`src/rtl/vector_mem_sequencer.sv`:
```
// Splits one vector load/store into DATA_W-wide beats on the memory stage's vector port,
// reassembling load beats into a full vector and stalling the pipeline while in flight.
module vector_mem_sequencer #(
    parameter int unsigned DATA_W = 32,
    parameter int unsigned VEC_W  = 128,
    parameter int unsigned STRIDE = 4
) (
    input  logic              clk,
    input  logic              reset,
    input  logic              start,
    input  logic              is_store,
    input  logic [31:0]       base_address,
    input  logic [VEC_W-1:0]  store_data,
    output logic [31:0]       mem_address,
    output logic              mem_we,
    output logic [DATA_W-1:0] mem_wdata,
    input  logic [DATA_W-1:0] mem_rdata,
    output logic [VEC_W-1:0]  load_data,
    output logic              busy,
    output logic              done,
    output logic              stall
);

    localparam int unsigned LANES  = VEC_W / DATA_W;
    localparam int unsigned BEAT_W = (LANES > 1) ? $clog2(LANES) : 1;
    localparam logic [BEAT_W-1:0] LastBeat = BEAT_W'(LANES - 1);

    typedef enum logic [2:0] {StIdle, StStore, StLoad, StDrain, StDone} state_e;

    state_e              state_q;
    logic [BEAT_W-1:0]   beat_q;
    logic [VEC_W-1:0]    vec_q;
    logic [31:0]         addr_q;
    logic [DATA_W-1:0]   wdata_q;
    logic                we_q;
    logic                busy_q;
    logic                done_q;
    logic [VEC_W-1:0]    load_q;

    logic [BEAT_W-1:0]   next_beat;
    logic [BEAT_W-1:0]   prev_beat;

    always_comb begin
        next_beat = beat_q + 1'b1;
        prev_beat = beat_q - 1'b1;
    end

    always_ff @(posedge clk) begin
        if (!reset) begin
            state_q <= StIdle;
            beat_q  <= '0;
            vec_q   <= '0;
            addr_q  <= '0;
            wdata_q <= '0;
            we_q    <= 1'b0;
            busy_q  <= 1'b0;
            done_q  <= 1'b0;
            // An aborted transfer keeps the last completed load result visible.
            if (!busy_q) begin
                load_q <= '0;
            end
        end else begin
            done_q <= 1'b0;
            case (state_q)
                StIdle, StDone: begin
                    if (start) begin
                        state_q <= is_store ? StStore : StLoad;
                        beat_q  <= '0;
                        vec_q   <= store_data;
                        addr_q  <= base_address;
                        wdata_q <= store_data[DATA_W-1:0];
                        we_q    <= is_store;
                        busy_q  <= 1'b1;
                    end else begin
                        state_q <= StIdle;
                    end
                end
                StStore: begin
                    if (beat_q == LastBeat) begin
                        state_q <= StDone;
                        we_q    <= 1'b0;
                        busy_q  <= 1'b0;
                        done_q  <= 1'b1;
                    end else begin
                        beat_q  <= next_beat;
                        addr_q  <= addr_q + 32'(STRIDE);
                        wdata_q <= vec_q[next_beat*DATA_W +: DATA_W];
                    end
                end
                StLoad: begin
                    // Read data lags its address by one cycle, so each beat captures the previous lane.
                    if (beat_q != '0) begin
                        vec_q[prev_beat*DATA_W +: DATA_W] <= mem_rdata;
                    end
                    if (beat_q == LastBeat) begin
                        state_q <= StDrain;
                    end else begin
                        beat_q <= next_beat;
                        addr_q <= addr_q + 32'(STRIDE);
                    end
                end
                StDrain: begin
                    load_q  <= {mem_rdata, vec_q[VEC_W-DATA_W-1:0]};
                    state_q <= StDone;
                    busy_q  <= 1'b0;
                    done_q  <= 1'b1;
                end
                default: begin
                    state_q <= StIdle;
                end
            endcase
        end
    end

    assign mem_address = addr_q;
    assign mem_we      = we_q & reset;
    assign mem_wdata   = wdata_q;
    assign load_data   = load_q;
    assign busy        = busy_q;
    assign done        = done_q;
    assign stall       = busy_q | (start & (state_q == StIdle));

endmodule

```
`config.mk`:
```
export PLATFORM = sky130hd
export DESIGN_NAME = vector_mem_sequencer
export DESIGN_NICKNAME = d
export VERILOG_FILES = /design/src/rtl/vector_mem_sequencer.sv
export SDC_FILE = /design/constraint.sdc
export NUM_CORES = 1
export LEC_CHECK = 0
export ABC_AREA = 1
export BUFFER_PORTS_ARGS = -buffer_cell sky130_fd_sc_hd__buf_2
export CAP_MARGIN = 0
export CORE_ASPECT_RATIO = 0.7
export CORE_MARGIN = 2
export CORE_UTILIZATION = 50
export CTS_CLUSTER_SIZE = 16
export DETAILED_ROUTE_END_ITERATION = 12
export GPL_TIMING_DRIVEN = 0
export PLACE_DENSITY_LB_ADDON = 0.2
export SLEW_MARGIN = 20
export SYNTH_ARGS = -nofsm -noshare
export SYNTH_HDL_FRONTEND = slang
export SYNTH_SLANG_ARGS = --single-unit
```
`constraint.sdc`:
```
create_clock -name clk -period 15.25 [get_ports clk]
set_input_delay 3.05 -clock clk [delete_from_list [all_inputs] [get_ports clk]]
set_output_delay 3.05 -clock clk [all_outputs]
set_load 0.005 [all_outputs]
```
==> results of run 1 <==
## power by group through the flow
| stage | clock (mW) | combinational [mW] | sequential, mW |
|---|---|---|---|
| 6_report | 0.857 | 0.757 | 1.16 |
| 5_1_grt | 0.882 | 0.809 | 1.17 |
| 4_1_cts | 0.851 | 0.727 | 1.15 |
| 3_5_place_dp | 0 | 0.724 | 1.17 |
| 3_3_place_gp | 0 | 0.701 | 1.19 |
| 2_1_floorplan | 0 | 0.399 | 1.16 |
## cell families (layout without fill, tap and decap cells)
kind of cell / after synthesis / after routing / share of synthesized area [%]
and+or+nand+nor: 869 / 869 / 22.33
AOI/OAI and AO/OA: 512 / 512 / 17.62
adders and majority gates: 7 / 7 / 0.5570
other: 0 / 6 / 0
xor gates and xnor gates: 4 / 4 / 0.2228
DFF: 328 / 328 / 49.91
buffers and inverters: 366 / 824 / 9.366
## flip-flops by register name, summed over array words and instances (netlist names)
signal       cells
state_q          3
busy             1
mem_wdata       32
vec_q          128
done             1
load_data      128
we_q             1
mem_address     32
beat_q           2
## cells in the mapped netlist (3+ instances only)
cell type / n / area share [%]
nor2_2: 3 / 0.12
nand3_1: 86 / 2.7
or2_2: 4 / 0.16
a21oi_1: 154 / 4.9
inv_2: 6 / 0.14
o21ai_1: 15 / 0.48
nor2_4: 3 / 0.21
inv_1: 218 / 5.2
nand4_1: 24 / 0.95
clkbuf_1: 80 / 1.9
o21ai_0: 235 / 7.5
nor2_1: 160 / 3.8
nand2_1: 583 / 14
o211ai_1: 15 / 0.72
buf_4: 5 / 0.24
dfxtp_1: 200 / 25
edfxtp_1: 128 / 24
ha_1: 7 / 0.56
buf_2: 50 / 1.6
a22oi_1: 22 / 1.1
buf_1: 4 / 0.095
a31oi_1: 64 / 2.5
## metrics by stage
stage | setup TNS (ns) | hold slack, ns | instances
finish | 0 | 0.4657 | 2970
global route | 0 | 0.4805 | 2968
CTS | 0 | 0.4634 | 2964
detailed placement | 0 | 0.4536 | 2903
global placement | -350.23 | 0.4490 | 2897
floorplan | 0 | 0.4367 | 2086
## worst max path at each step
stage | to | slack [ns] | startpoint | depth (start not counted)
final | mem_we | 7.70 | reset | 5
after global routing | mem_we | 7.77 | reset | 5
after CTS | mem_we | 7.90 | reset | 5
after detailed placement | mem_we | 7.91 | reset | 5
after global placement | load_data[28] | -2.75 | reset | 4
after floorplan | load_data[0] | 2.07 | reset | 3
## cell type report
class	count	area share [%]
sequential	328	40.27
multi-input combinational	1392	32.92
timing repair buffer	397	10.85
clock buffer	46	4.815
inverter	225	4.346
buffer	141	3.210
tap	420	2.696
clock inverter	15	0.8218
antenna	6	0.07704
## routing by layer
metal	wire length, um	vias up	part of all wire, %
met5	0	-	0
met4	2575	0	3.9
met3	9234	210	14
met2	27500	1274	41
met1	27430	8078	41
li1	-	7735	-
## cells in the final DEF (no fill, tap or decap), types with 2 or more instances in the layout
| master | instances |
|---|---|
| inv_6 | 2 |
| buf_1 | 4 |
| ha_1 | 7 |
| xnor2_1 | 2 |
| buf_4 | 5 |
| nand4_1 | 24 |
| o21ai_4 | 2 |
| o21ai_1 | 15 |
| inv_2 | 6 |
| diode_2 | 6 |
| o21ai_0 | 234 |
| clkbuf_1 | 90 |
| o211ai_1 | 15 |
| nor2_1 | 160 |
| clkbuf_16 | 36 |
| buf_2 | 441 |
| a21oi_1 | 154 |
| clkinv_2 | 5 |
| edfxtp_1 | 128 |
| a31oi_1 | 64 |
| clkinv_1 | 3 |
| bufinv_16 | 3 |
| nor2_2 | 3 |
| o21bai_1 | 2 |
| nand3_2 | 2 |
| or2_2 | 4 |
| nand2_1 | 583 |
| nand3_1 | 86 |
| buf_6 | 2 |
| dfxtp_1 | 200 |
| a22oi_1 | 22 |
| inv_1 | 218 |
| xor2_1 | 2 |
| nor2_4 | 3 |
| buf_16 | 5 |
## tightest hold or removal path, delay by kind of cell (launching register included)
| family | cells | cell delay [ns] |
|---|---|---|
| AND/OR/NAND/NOR | 1 | 0.06 |
| flip-flops | 1 | 0.31 |
| AO/OA/AOI/OAI | 1 | 0.06 |
==> impl_table.tex, run 1 <==
\begin{tabular}{lr}
\hline
Metric & Value \\
\hline
\multicolumn{2}{l}{\textbf{Outcome}} \\
\quad Run status & finished clean \\
\multicolumn{2}{l}{\textbf{Timing}} \\
\quad RSZ-0062 raised after global routing & no \\
\quad Worst slew margin relative to its limit & 24.60\% \\
\quad Number of setup violations in the final report & 0 \\
\quad Final Skew & 0.02604 ns \\
\quad Final Max Slew Viols & 0 \\
\quad Part of the cycle the worst path needs & 49.51\% \\
\quad Min Tclk post-route & 7.550 ns \\
\quad Setup ws final & 7.700 ns \\
\quad Number of hold violations in the final report & 0 \\
\quad Slew of the pin with the lowest slew margin & 1.131 ns \\
\quad Highest clock frequency the design can meet & 0.1325 GHz \\
\multicolumn{2}{l}{\textbf{Routing}} \\
\quad Antenna-violating nets left & 0 \\
\quad Drt wl/cell & 22.47 um \\
\quad DRC Markers & 0 \\
\quad Number of DRC markers in iteration 0 & 2539 \\
\quad Length of the first detailed-routing pass in iterations & 7 \\
\quad Routed wire length & 66740 um \\
\quad Per-cell via count in the routed design & 5.824 \\
\quad Total via count after detailed routing & 17300 \\
\multicolumn{2}{l}{\textbf{Power}} \\
\quad Part of the total power dissipated in the clock network & 30.9\% \\
\quad Power density over the cells & 142.3 nW/um2 \\
\quad Sw Ratio & 35.95\% \\
\quad Fraction of power consumed by sequential logic & 41.8\% \\
\quad Peak VDD IR & 0.00007798 V \\
\quad Portion of total power attributed to combinational logic & 27.3\% \\
\quad Switching component of the power & 997.0 uW \\
\quad P\_int & 1.777 mW \\
\quad Total Power & 2.774 mW \\
\quad Static Leakage & 9.074 nW \\
\multicolumn{2}{l}{\textbf{Placed design}} \\
\quad PortBufs & 391 \\
\quad HPWL Detailed & 49700 um \\
\quad Last weighted congestion value of the routability-driven placer & 0.9643 \\
\quad Placed Area & 18380 um2 \\
\quad Setup WS pre-CTS & 7.905 ns \\
\multicolumn{2}{l}{\textbf{Synth}} \\
\quad Post-Syn Area per Cell & 7.538 um2 \\
\quad Asr flop ratio synth & 0\% \\
\quad EDFF count, synth & 128 \\
\quad Synthesized area & 15720 um2 \\
\quad Part of the Yosys area used for sequential elements & 49.91\% \\
\quad Yosys synthesis warning count & 0 \\
\quad Net count of the mapped netlist & 2289 \\
\quad Most frequently used flop master after synthesis & dfxtp\_1 \\
\quad Distinct cells, synth & 37 \\
\quad Count of mapped cells out of synthesis & 2086 \\
\quad Flip-flop and latch count after synthesis & 328 \\
\multicolumn{2}{l}{\textbf{GRT}} \\
\quad Number of antenna violations at the first check in global routing & 6 \\
\quad First-pass GRT wire length & 97590 um \\
\quad Largest net degree at the start of global routing & 28 \\
\quad Met1 usage & 56.59\% \\
\quad Gr usage total & 39.33\% \\
\quad Global route hottest layer & met1 \\
\quad Met2 Resource Use GR & 55.76\% \\
\quad Met3 track demand over resource & 11.14\% \\
\quad Aggregate global routing overflow & 0 \\
\quad Via count of the first global-routing pass & 16120 \\
\multicolumn{2}{l}{\textbf{Clock tree}} \\
\quad CTS clk-pin slew, worst paths & 0.06 ns \\
\quad Clock tree from TritonCTS & built \\
\quad Total clock sinks & 328 \\
\quad CTS H-tree lvls & 2 \\
\quad Post CTS Setup Buffer Count & 0 \\
\quad Number of buffers created by CTS & 34 \\
\quad Cell at the root of the clock tree & clkbuf\_16 \\
\quad Later-pin clock latency in the skew report & 0.54 ns \\
\quad Post-CTS sizing & 0 \\
\quad Number of hold-repair buffers added at the cts stage & 0 \\
\quad Bufs on Longest Clock Path & 3 \\
\multicolumn{2}{l}{\textbf{Critical path}} \\
\quad Setup slack on the worst flop-to-flop path & 12.29 ns \\
\quad Worst Path Max Fanout & 10 \\
\quad Reg-to-Reg Start & beat\_q[0] \\
\quad Nature of the critical path endpoint & output port \\
\quad Data arrival time of the worst path & 4.50 ns \\
\quad Worst Path Required & 12.20 ns \\
\quad Worst reg-to-reg path cell count & 9 \\
\quad Startpoint kind of the worst setup timing path & input pin \\
\quad Largest stage delay on the critical path & 0.86 ns \\
\quad Capture instance of the worst register-to-register path & mem\_wdata[17] \\
\quad Cell at the slowest stage of the critical path & clkbuf\_1 \\
\quad Cell-by-cell listing of the critical path & buf\_2 > clkbuf\_1 > nand2\_1 > inv\_1 > buf\_2 \\
\quad Critical path buffers and inverters & 4 \\
\quad Worst Setup Path Type & in2out \\
\quad Dominant cell type by count on the critical path & buf\_2 \\
\quad Top delay family on crit path & buffers and inverters \\
\multicolumn{2}{l}{\textbf{Floorplanning}} \\
\quad Starting utilization of the core area & 50.59\% \\
\quad Standard-cell row count & 54 \\
\quad DIE WIDTH & 216.0 um \\
\quad Die area & 32910 um2 \\
\quad Core ar. & 31080 um2 \\
\quad Top-level port count & 392 \\
\quad Die Height & 152.4 um \\
\multicolumn{2}{l}{\textbf{Final layout}} \\
\quad Seq. cell area & 7848 um2 \\
\quad Area Overhead vs Synth & 23.94\% \\
\quad Final standard cell utilization of the core & 62.71\% \\
\quad Fraction of layout cells with a size suffix above 1 & 20.75\% \\
\quad Layout Nets & 2722 \\
\quad Number of inserted filler cells in the final layout & 2907 \\
\quad Multi-input combinational cell area & 6415 um2 \\
\quad Final standard cell area without fillers & 19490 um2 \\
\multicolumn{2}{l}{\textbf{Flow run}} \\
\quad Number of maximum-capacitance violations & 0 \\
\multicolumn{2}{l}{\textbf{Worst hold path}} \\
\quad Beginning of the worst hold path & mem\_wdata[20] \\
\quad Worst hold path type & reg2reg \\
\quad Hold EP & mem\_wdata[20] \\
\quad Number of cells on the worst hold path & 2 \\
\hline
\end{tabular}
No activity file was read; power rests on OpenSTA's default activity.
==> run 2: changes to the inputs <==
==> constraint.sdc (replaced) <==
create_clock -name clk -period 7.25 [get_ports clk]
set_input_delay 1.45 -clock clk [delete_from_list [all_inputs] [get_ports clk]]
set_output_delay 1.45 -clock clk [all_outputs]
set_load 0.005 [all_outputs]
==> run 2 against run 1 <==
Worst hold slack barely moved; clock power up 110%; count of clock-buffer cells in the layout is 1 higher.
==> impl_table.tex, run 2 (synthesized netlist as in run 1, its figures left out) <==
\begin{tabular}{lr}
\hline
Metric & Value \\
\hline
\multicolumn{2}{l}{\textbf{Final layout}} \\
\quad Layout Nets & 2722 (unchanged) \\
\quad Number of inserted filler cells in the final layout & 2832 (was 2907) \\
\quad Commonest non-fill, non-tap cell in the layout & nand2\_1 (unchanged) \\
\quad Most frequent cells in the layout & nand2\_1, buf\_2, o21ai\_0 (unchanged) \\
\quad Fraction of layout cells with a size suffix above 1 & 20.83\% (was 20.75\%) \\
\quad Final standard cell utilization of the core & 62.75\% (was 62.71\%) \\
\quad Area Overhead vs Synth & 24.04\% (was 23.94\%) \\
\multicolumn{2}{l}{\textbf{Timing}} \\
\quad Slew of the pin with the lowest slew margin & 1.087 ns (was 1.131 ns) \\
\quad Highest clock frequency the design can meet & 0.2412 GHz \\
\quad RSZ-0062 raised after global routing & no (unchanged) \\
\quad Final Skew & 0.02866 ns (was 0.02604 ns) \\
\quad Setup ws final & 3.105 ns (was 7.700 ns) \\
\quad Total Neg Setup Slack & 0 ns (unchanged) \\
\quad Number of hold violations in the final report & 0 (unchanged) \\
\quad Tightest hold margin & 0.4656 ns (was 0.4657 ns) \\
\quad Min Tclk post-route & 4.145 ns \\
\quad Final Max Slew Viols & 0 (unchanged) \\
\quad Worst slew margin relative to its limit & 27.52\% (was 24.60\%) \\
\quad Part of the cycle the worst path needs & 57.17\% \\
\quad Number of setup violations in the final report & 0 (unchanged) \\
\multicolumn{2}{l}{\textbf{Routing}} \\
\quad DRC Markers & 0 (unchanged) \\
\quad Drt wl/cell & 22.40 um (was 22.47 um) \\
\quad Routed wire length & 66560 um (was 66740 um) \\
\quad Length of the first detailed-routing pass in iterations & 9 (was 7) \\
\quad Per-cell via count in the routed design & 5.807 (was 5.824) \\
\quad Antenna-violating nets left & 0 (unchanged) \\
\quad Total via count after detailed routing & 17250 (was 17300) \\
\quad Number of DRC markers in iteration 0 & 2455 (was 2539) \\
\multicolumn{2}{l}{\textbf{Clock tree}} \\
\quad Bufs on Longest Clock Path & 3 (unchanged) \\
\quad Cell at the root of the clock tree & clkbuf\_16 (unchanged) \\
\quad Clock tree from TritonCTS & built (unchanged) \\
\quad Number of buffers created by CTS & 34 (unchanged) \\
\quad Total clock sinks & 328 (unchanged) \\
\quad Post-CTS sizing & 0 (unchanged) \\
\quad CTS clk-pin slew, worst paths & 0.06 ns (about the same) \\
\quad CTS H-tree lvls & 2 (unchanged) \\
\quad Later-pin clock latency in the skew report & 0.55 ns (was 0.54 ns) \\
\quad Post CTS Setup Buffer Count & 0 (unchanged) \\
\quad Number of hold-repair buffers added at the cts stage & 0 (unchanged) \\
\multicolumn{2}{l}{\textbf{Power}} \\
\quad Peak VDD IR & 0.0001982 V (was 0.00007798 V) \\
\quad Power density over the cells & 298.4 nW/um2 (was 142.3 nW/um2) \\
\quad Static Leakage & 9.080 nW (was 9.074 nW) \\
\quad Total Power & 5.819 mW (was 2.774 mW) \\
\multicolumn{2}{l}{\textbf{Floorplanning}} \\
\quad Die Height & 152.4 um (unchanged) \\
\quad Standard-cell row count & 54 (unchanged) \\
\quad Top-level port count & 392 (unchanged) \\
\quad DIE WIDTH & 216.0 um (unchanged) \\
\quad Starting utilization of the core area & 50.59\% (unchanged) \\
\quad Core ar. & 31080 um2 (unchanged) \\
\quad Die area & 32910 um2 (unchanged) \\
\multicolumn{2}{l}{\textbf{Critical path}} \\
\quad Worst Path Required & 5.80 ns (was 12.20 ns) \\
\quad Dominant cell type by count on the critical path & buf\_2 (unchanged) \\
\quad Worst Path Max Fanout & 10 (unchanged) \\
\quad Cell at the slowest stage of the critical path & clkbuf\_1 (unchanged) \\
\quad Worst Setup Path Type & in2out (unchanged) \\
\quad Top delay family on crit path & buffers and inverters (unchanged) \\
\quad Setup slack on the worst flop-to-flop path & 4.26 ns (was 12.29 ns) \\
\quad Reg-to-Reg Start & beat\_q[0] (unchanged) \\
\quad Largest stage delay on the critical path & 0.72 ns (was 0.86 ns) \\
\quad Nature of the critical path endpoint & output port (unchanged) \\
\quad Worst reg-to-reg path cell count & 8 (was 9) \\
\quad Data arrival time of the worst path & 2.70 ns (was 4.50 ns) \\
\quad Critical path buffers and inverters & 4 (unchanged) \\
\quad Startpoint kind of the worst setup timing path & input pin (unchanged) \\
\quad Cell-by-cell listing of the critical path & buf\_2 > clkbuf\_1 > nand2\_1 > inv\_1 > buf\_2 (unchanged) \\
\quad Capture instance of the worst register-to-register path & mem\_wdata[7] (was mem\_wdata[17]) \\
\multicolumn{2}{l}{\textbf{Placed design}} \\
\quad Last weighted congestion value of the routability-driven placer & 0.9693 (was 0.9643) \\
\quad PortBufs & 391 (unchanged) \\
\quad HPWL Detailed & 49450 um (was 49700 um) \\
\quad Setup WS pre-CTS & 3.209 ns (was 7.905 ns) \\
\multicolumn{2}{l}{\textbf{GRT}} \\
\quad Number of antenna violations at the first check in global routing & 9 (was 6) \\
\quad Via count of the first global-routing pass & 15880 (was 16120) \\
\quad Gr usage total & 39.11\% (was 39.33\%) \\
\quad Largest net degree at the start of global routing & 28 (unchanged) \\
\quad First-pass GRT wire length & 97100 um (was 97590 um) \\
\quad Aggregate global routing overflow & 0 (unchanged) \\
\multicolumn{2}{l}{\textbf{Worst hold path}} \\
\quad Number of cells on the worst hold path & 2 (unchanged) \\
\quad Beginning of the worst hold path & mem\_wdata[17] (was mem\_wdata[20]) \\
\quad Hold EP & mem\_wdata[17] (was mem\_wdata[20]) \\
\quad Worst hold path type & reg2reg (unchanged) \\
\multicolumn{2}{l}{\textbf{Flow run}} \\
\quad Number of maximum-capacitance violations & 0 (unchanged) \\
\multicolumn{2}{l}{\textbf{Outcome}} \\
\quad Run status & finished clean (unchanged) \\
\hline
\end{tabular}
[run 2: cell types whose count changed in the layout (fill, tap and decap cells not counted)]
| cell | delta |
|---|---|
| clkinv_4 | -1 |
| clkbuf_1 | -4 |
| buf_12 | -1 |
| clkinv_2 | -1 |
| clkinv_1 | +2 |
| clkbuf_16 | -1 |
| clkinvlp_4 | +1 |
| inv_6 | -1 |
| bufinv_16 | -1 |
| clkbuf_8 | +6 |
| buf_16 | +1 |
| diode_2 | +1 |
[run 2: power breakdown]
part	internal, mW	switching [mW]
Sequential	2.21	0.216
Combinational	0.500	1.09
Clock	1.02	0.778
[run 2: worst max path at each step]
stage                     startpoint       endpoint  cells after the start
after global placement         reset  load_data[86]                      4
final                          reset         mem_we                      5
after detailed placement       reset         mem_we                      5
after CTS                      reset         mem_we                      5
after global routing           reset         mem_we                      5
after floorplan                reset   load_data[0]                      3
[run 2: area by class of cell]
cell class                 instances  area [um2]  share of cell area, %
buffer                           141       625.6                  3.208
inverter                         225       847.1                  4.343
clock inverter                    14       122.6                 0.6287
multi-input combinational       1392        6415                  32.89
clock buffer                      47       980.9                  5.030
sequential                       328        7848                  40.24
timing repair buffer             397        2122                  10.88
tap                              420       525.5                  2.694
antenna                            7       17.52                0.08981
[run 2: routing by layer]
layer  GRT usage [%]  vias to the layer above  wire length [um]
li1                -                     7724                 -
met1           57.24                     8021             27350
met2           55.54                     1318             27640
met3           9.641                      186              9314
met4           15.07                        4              2229
met5               0                        -                29
[run 2: metrics by stage]
step	area (um2)	std cells
after floorplan	15730	2086
after global placement	18210	2897
final	19500	2971
after global routing	19500	2971
after CTS	19490	2964
after detailed placement	18380	2903
[run 2: worst register-to-register path, stage by stage (launching register included)]
cell and delay, ns:
dfxtp_1 0.46, inv_1 0.18, ha_1 0.40, nor2_1 0.40, clkbuf_1 0.74, a22oi_1 0.24
nand3_1 0.15, o211ai_1 0.16, a21oi_1 0.17
==> run 3: changes to the inputs <==
==> constraint.sdc (replaced) <==
create_clock -name clk -period 4.2 [get_ports clk]
set_input_delay 0.84 -clock clk [delete_from_list [all_inputs] [get_ports clk]]
set_output_delay 0.84 -clock clk [all_outputs]
set_load 0.005 [all_outputs]
==> run 3 against run 2 <==
Clock skew fell by 0.0063 ns; largest power group unchanged; die area did not move; via count fell by 0.58%; sequential power rose by 73%; first-iteration DRC count rose by 2.1%; routed wire length fell by 0.90%; core utilization fell by 0.23 points; worst hold slack got worse by 0.0033 ns; non-clock buffer count fell by 1.
==> impl_table.tex, run 3 (synthesized netlist as in run 1, its figures left out) <==
\begin{tabular}{lr}
\hline
Metric & Value \\
\hline
\multicolumn{2}{l}{\textbf{Final layout}} \\
\quad Seq. cell area & 7848 um2 (unchanged) \\
\quad Fraction of layout cells with a size suffix above 1 & 20.60\% (was 20.83\%) \\
\quad Layout Nets & 2721 (was 2722) \\
\quad Multi-input combinational cell area & 6415 um2 (unchanged) \\
\quad Area Overhead vs Synth & 23.59\% (was 24.04\%) \\
\quad Commonest non-fill, non-tap cell in the layout & nand2\_1 (unchanged) \\
\quad Most frequent cells in the layout & nand2\_1, buf\_2, o21ai\_0 (unchanged) \\
\quad Number of inserted filler cells in the final layout & 2919 (was 2832) \\
\quad Number of standard cells in the final layout excluding fillers & 2971 (unchanged) \\
\multicolumn{2}{l}{\textbf{Timing}} \\
\quad Setup ws final & 1.246 ns (was 3.105 ns) \\
\quad RSZ-0062 raised after global routing & no (unchanged) \\
\quad Slew of the pin with the lowest slew margin & 1.012 ns (was 1.087 ns) \\
\quad Min Tclk post-route & 2.954 ns \\
\quad Number of setup violations in the final report & 0 (unchanged) \\
\quad Highest clock frequency the design can meet & 0.3385 GHz \\
\quad Number of hold violations in the final report & 0 (unchanged) \\
\quad Final Skew & 0.02233 ns (was 0.02866 ns) \\
\quad Worst slew margin relative to its limit & 32.54\% (was 27.52\%) \\
\quad Tightest hold margin & 0.4624 ns (was 0.4656 ns) \\
\quad Final Max Slew Viols & 0 (unchanged) \\
\quad Part of the cycle the worst path needs & 70.34\% \\
\multicolumn{2}{l}{\textbf{Clock tree}} \\
\quad CTS H-tree lvls & 2 (unchanged) \\
\quad Number of buffers created by CTS & 34 (unchanged) \\
\quad Number of hold-repair buffers added at the cts stage & 0 (unchanged) \\
\quad Later-pin clock latency in the skew report & 0.54 ns (was 0.55 ns) \\
\quad Post-CTS sizing & 0 (unchanged) \\
\quad Cell at the root of the clock tree & clkbuf\_16 (unchanged) \\
\quad CTS clk-pin slew, worst paths & 0.06 ns (about the same) \\
\quad Bufs on Longest Clock Path & 3 (unchanged) \\
\quad Clock tree from TritonCTS & built (unchanged) \\
\quad Total clock sinks & 328 (unchanged) \\
\quad Post CTS Setup Buffer Count & 0 (unchanged) \\
\multicolumn{2}{l}{\textbf{Power}} \\
\quad Sw Ratio & 35.83\% (was 35.82\%) \\
\quad Portion of total power attributed to combinational logic & 27.5\% (was 27.3\%) \\
\quad Peak VDD IR & 0.0003084 V (was 0.0001982 V) \\
\quad Part of the total power dissipated in the clock network & 30.2\% (was 30.9\%) \\
\quad Static Leakage & 9.038 nW (was 9.080 nW) \\
\quad P\_int & 6.370 mW (was 3.735 mW) \\
\quad Power density over the cells & 510.9 nW/um2 (was 298.4 nW/um2) \\
\quad Fraction of power consumed by sequential logic & 42.3\% (was 41.8\%) \\
\quad Switching component of the power & 3.557 mW (was 2.084 mW) \\
\multicolumn{2}{l}{\textbf{Floorplanning}} \\
\quad Top-level port count & 392 (unchanged) \\
\quad Core ar. & 31080 um2 (unchanged) \\
\quad DIE WIDTH & 216.0 um (unchanged) \\
\quad Standard-cell row count & 54 (unchanged) \\
\quad Die Height & 152.4 um (unchanged) \\
\quad Starting utilization of the core area & 50.59\% (unchanged) \\
\quad Die area & 32910 um2 (unchanged) \\
\multicolumn{2}{l}{\textbf{Placed design}} \\
\quad Cell count after placement & 2902 (was 2903) \\
\quad Last weighted congestion value of the routability-driven placer & 0.9859 (was 0.9693) \\
\quad HPWL Detailed & 49050 um (was 49450 um) \\
\quad Setup WS pre-CTS & 0.8004 ns (was 3.209 ns) \\
\quad PortBufs & 391 (unchanged) \\
\multicolumn{2}{l}{\textbf{Routing}} \\
\quad Per-cell via count in the routed design & 5.773 (was 5.807) \\
\quad Total via count after detailed routing & 17150 (was 17250) \\
\quad Antenna-violating nets left & 0 (unchanged) \\
\quad Drt wl/cell & 22.20 um (was 22.40 um) \\
\quad DRC Markers & 0 (unchanged) \\
\quad Length of the first detailed-routing pass in iterations & 9 (unchanged) \\
\quad Routed wire length & 65960 um (was 66560 um) \\
\quad Number of DRC markers in iteration 0 & 2506 (was 2455) \\
\multicolumn{2}{l}{\textbf{Critical path}} \\
\quad Worst Path Required & 3.36 ns (was 5.80 ns) \\
\quad Data arrival time of the worst path & 2.11 ns (was 2.70 ns) \\
\quad Worst Path Max Fanout & 10 (unchanged) \\
\quad End of the critical path & mem\_we (unchanged) \\
\quad Nature of the critical path endpoint & output port (unchanged) \\
\quad Startpoint kind of the worst setup timing path & input pin (unchanged) \\
\quad Worst reg-to-reg path cell count & 8 (unchanged) \\
\quad Worst Setup Path Type & in2out (unchanged) \\
\quad Capture instance of the worst register-to-register path & mem\_wdata[7] (unchanged) \\
\quad Reg-to-Reg Start & beat\_q[0] (unchanged) \\
\quad Worst setup path startpoint & reset (unchanged) \\
\quad Setup slack on the worst flop-to-flop path & 1.26 ns (was 4.26 ns) \\
\multicolumn{2}{l}{\textbf{GRT}} \\
\quad Global route hottest layer & met1 (unchanged) \\
\quad Largest net degree at the start of global routing & 28 (unchanged) \\
\quad Number of antenna violations at the first check in global routing & 9 (unchanged) \\
\quad Aggregate global routing overflow & 0 (unchanged) \\
\quad Met3 track demand over resource & 10.40\% (was 9.641\%) \\
\quad Via count of the first global-routing pass & 15710 (was 15880) \\
\quad Met2 Resource Use GR & 55.27\% (was 55.54\%) \\
\quad First-pass GRT wire length & 96120 um (was 97100 um) \\
\quad Met1 usage & 55.83\% (was 57.24\%) \\
\quad Gr usage total & 38.80\% (was 39.11\%) \\
\multicolumn{2}{l}{\textbf{Worst hold path}} \\
\quad Worst hold path type & reg2reg (unchanged) \\
\multicolumn{2}{l}{\textbf{Outcome}} \\
\quad Run status & finished clean (unchanged) \\
\multicolumn{2}{l}{\textbf{Flow run}} \\
\quad Number of maximum-capacitance violations & 0 (unchanged) \\
\hline
\end{tabular}
run 3: cell count changes in the layout (fill, tap and decap cells not counted):
| cell | change |
|---|---|
| clkinv_2 | -1 |
| clkbuf_1 | +5 |
| clkinv_1 | +1 |
| bufinv_16 | -1 |
| inv_6 | -1 |
| clkinvlp_2 | +1 |
| buf_12 | +1 |
| clkbuf_16 | +2 |
| clkbuf_8 | -5 |
| buf_16 | -2 |
run 3: per-layer routing:
metal	wire length, um	up-vias
met5	21	-
met3	9587	208
met1	26510	7928
met2	27230	1285
li1	-	7728
met4	2608	4
run 3: power by group through the flow:
stage               sequential, mW  clock (mW)  combinational, mW
floorplan                     4.17           0               1.45
global placement              4.25           0               2.53
detailed placement            4.24           0               2.61
CTS                           4.18        2.99               2.62
global route                  4.24        3.12               2.92
finish                        4.20        2.99               2.73
run 3: worst max-delay path: stages:
cell      delay, ns
buf_2          0.14
clkbuf_1       0.77
nand2_1        0.16
inv_1          0.08
buf_2          0.12
run 3: per-stage QoR:
stage	utilization (%)	total power, mW	TNS [ns]	instance area, um2
6_report	62.53	9.928	0	19430
5_1_grt	62.52	10.27	0	19430
4_1_cts	62.47	9.788	0	19420
3_5_place_dp	59.03	6.848	0	18350
3_3_place_gp	58.62	6.775	-122.64	18220
2_1_floorplan	-	5.617	0	15740
run 3: worst min-delay path by stage:
| stage | from | cells after the start | end |
|---|---|---|---|
| floorplan | vec_q[22] | 2 | vec_q[22] |
| global placement | vec_q[11] | 2 | vec_q[11] |
| detailed placement | vec_q[25] | 2 | vec_q[25] |
| CTS | mem_wdata[31] | 2 | mem_wdata[31] |
| global route | mem_wdata[31] | 2 | mem_wdata[31] |
| finish | mem_wdata[31] | 2 | mem_wdata[31] |
run 3: layout make-up:
class	count	share of cell area [%]
sequential	328	40.38
multi-input combinational	1392	33.01
timing repair buffer	396	10.74
clock buffer	49	5.048
inverter	225	4.359
buffer	141	3.219
tap	420	2.704
clock inverter	13	0.4507
antenna	7	0.09014
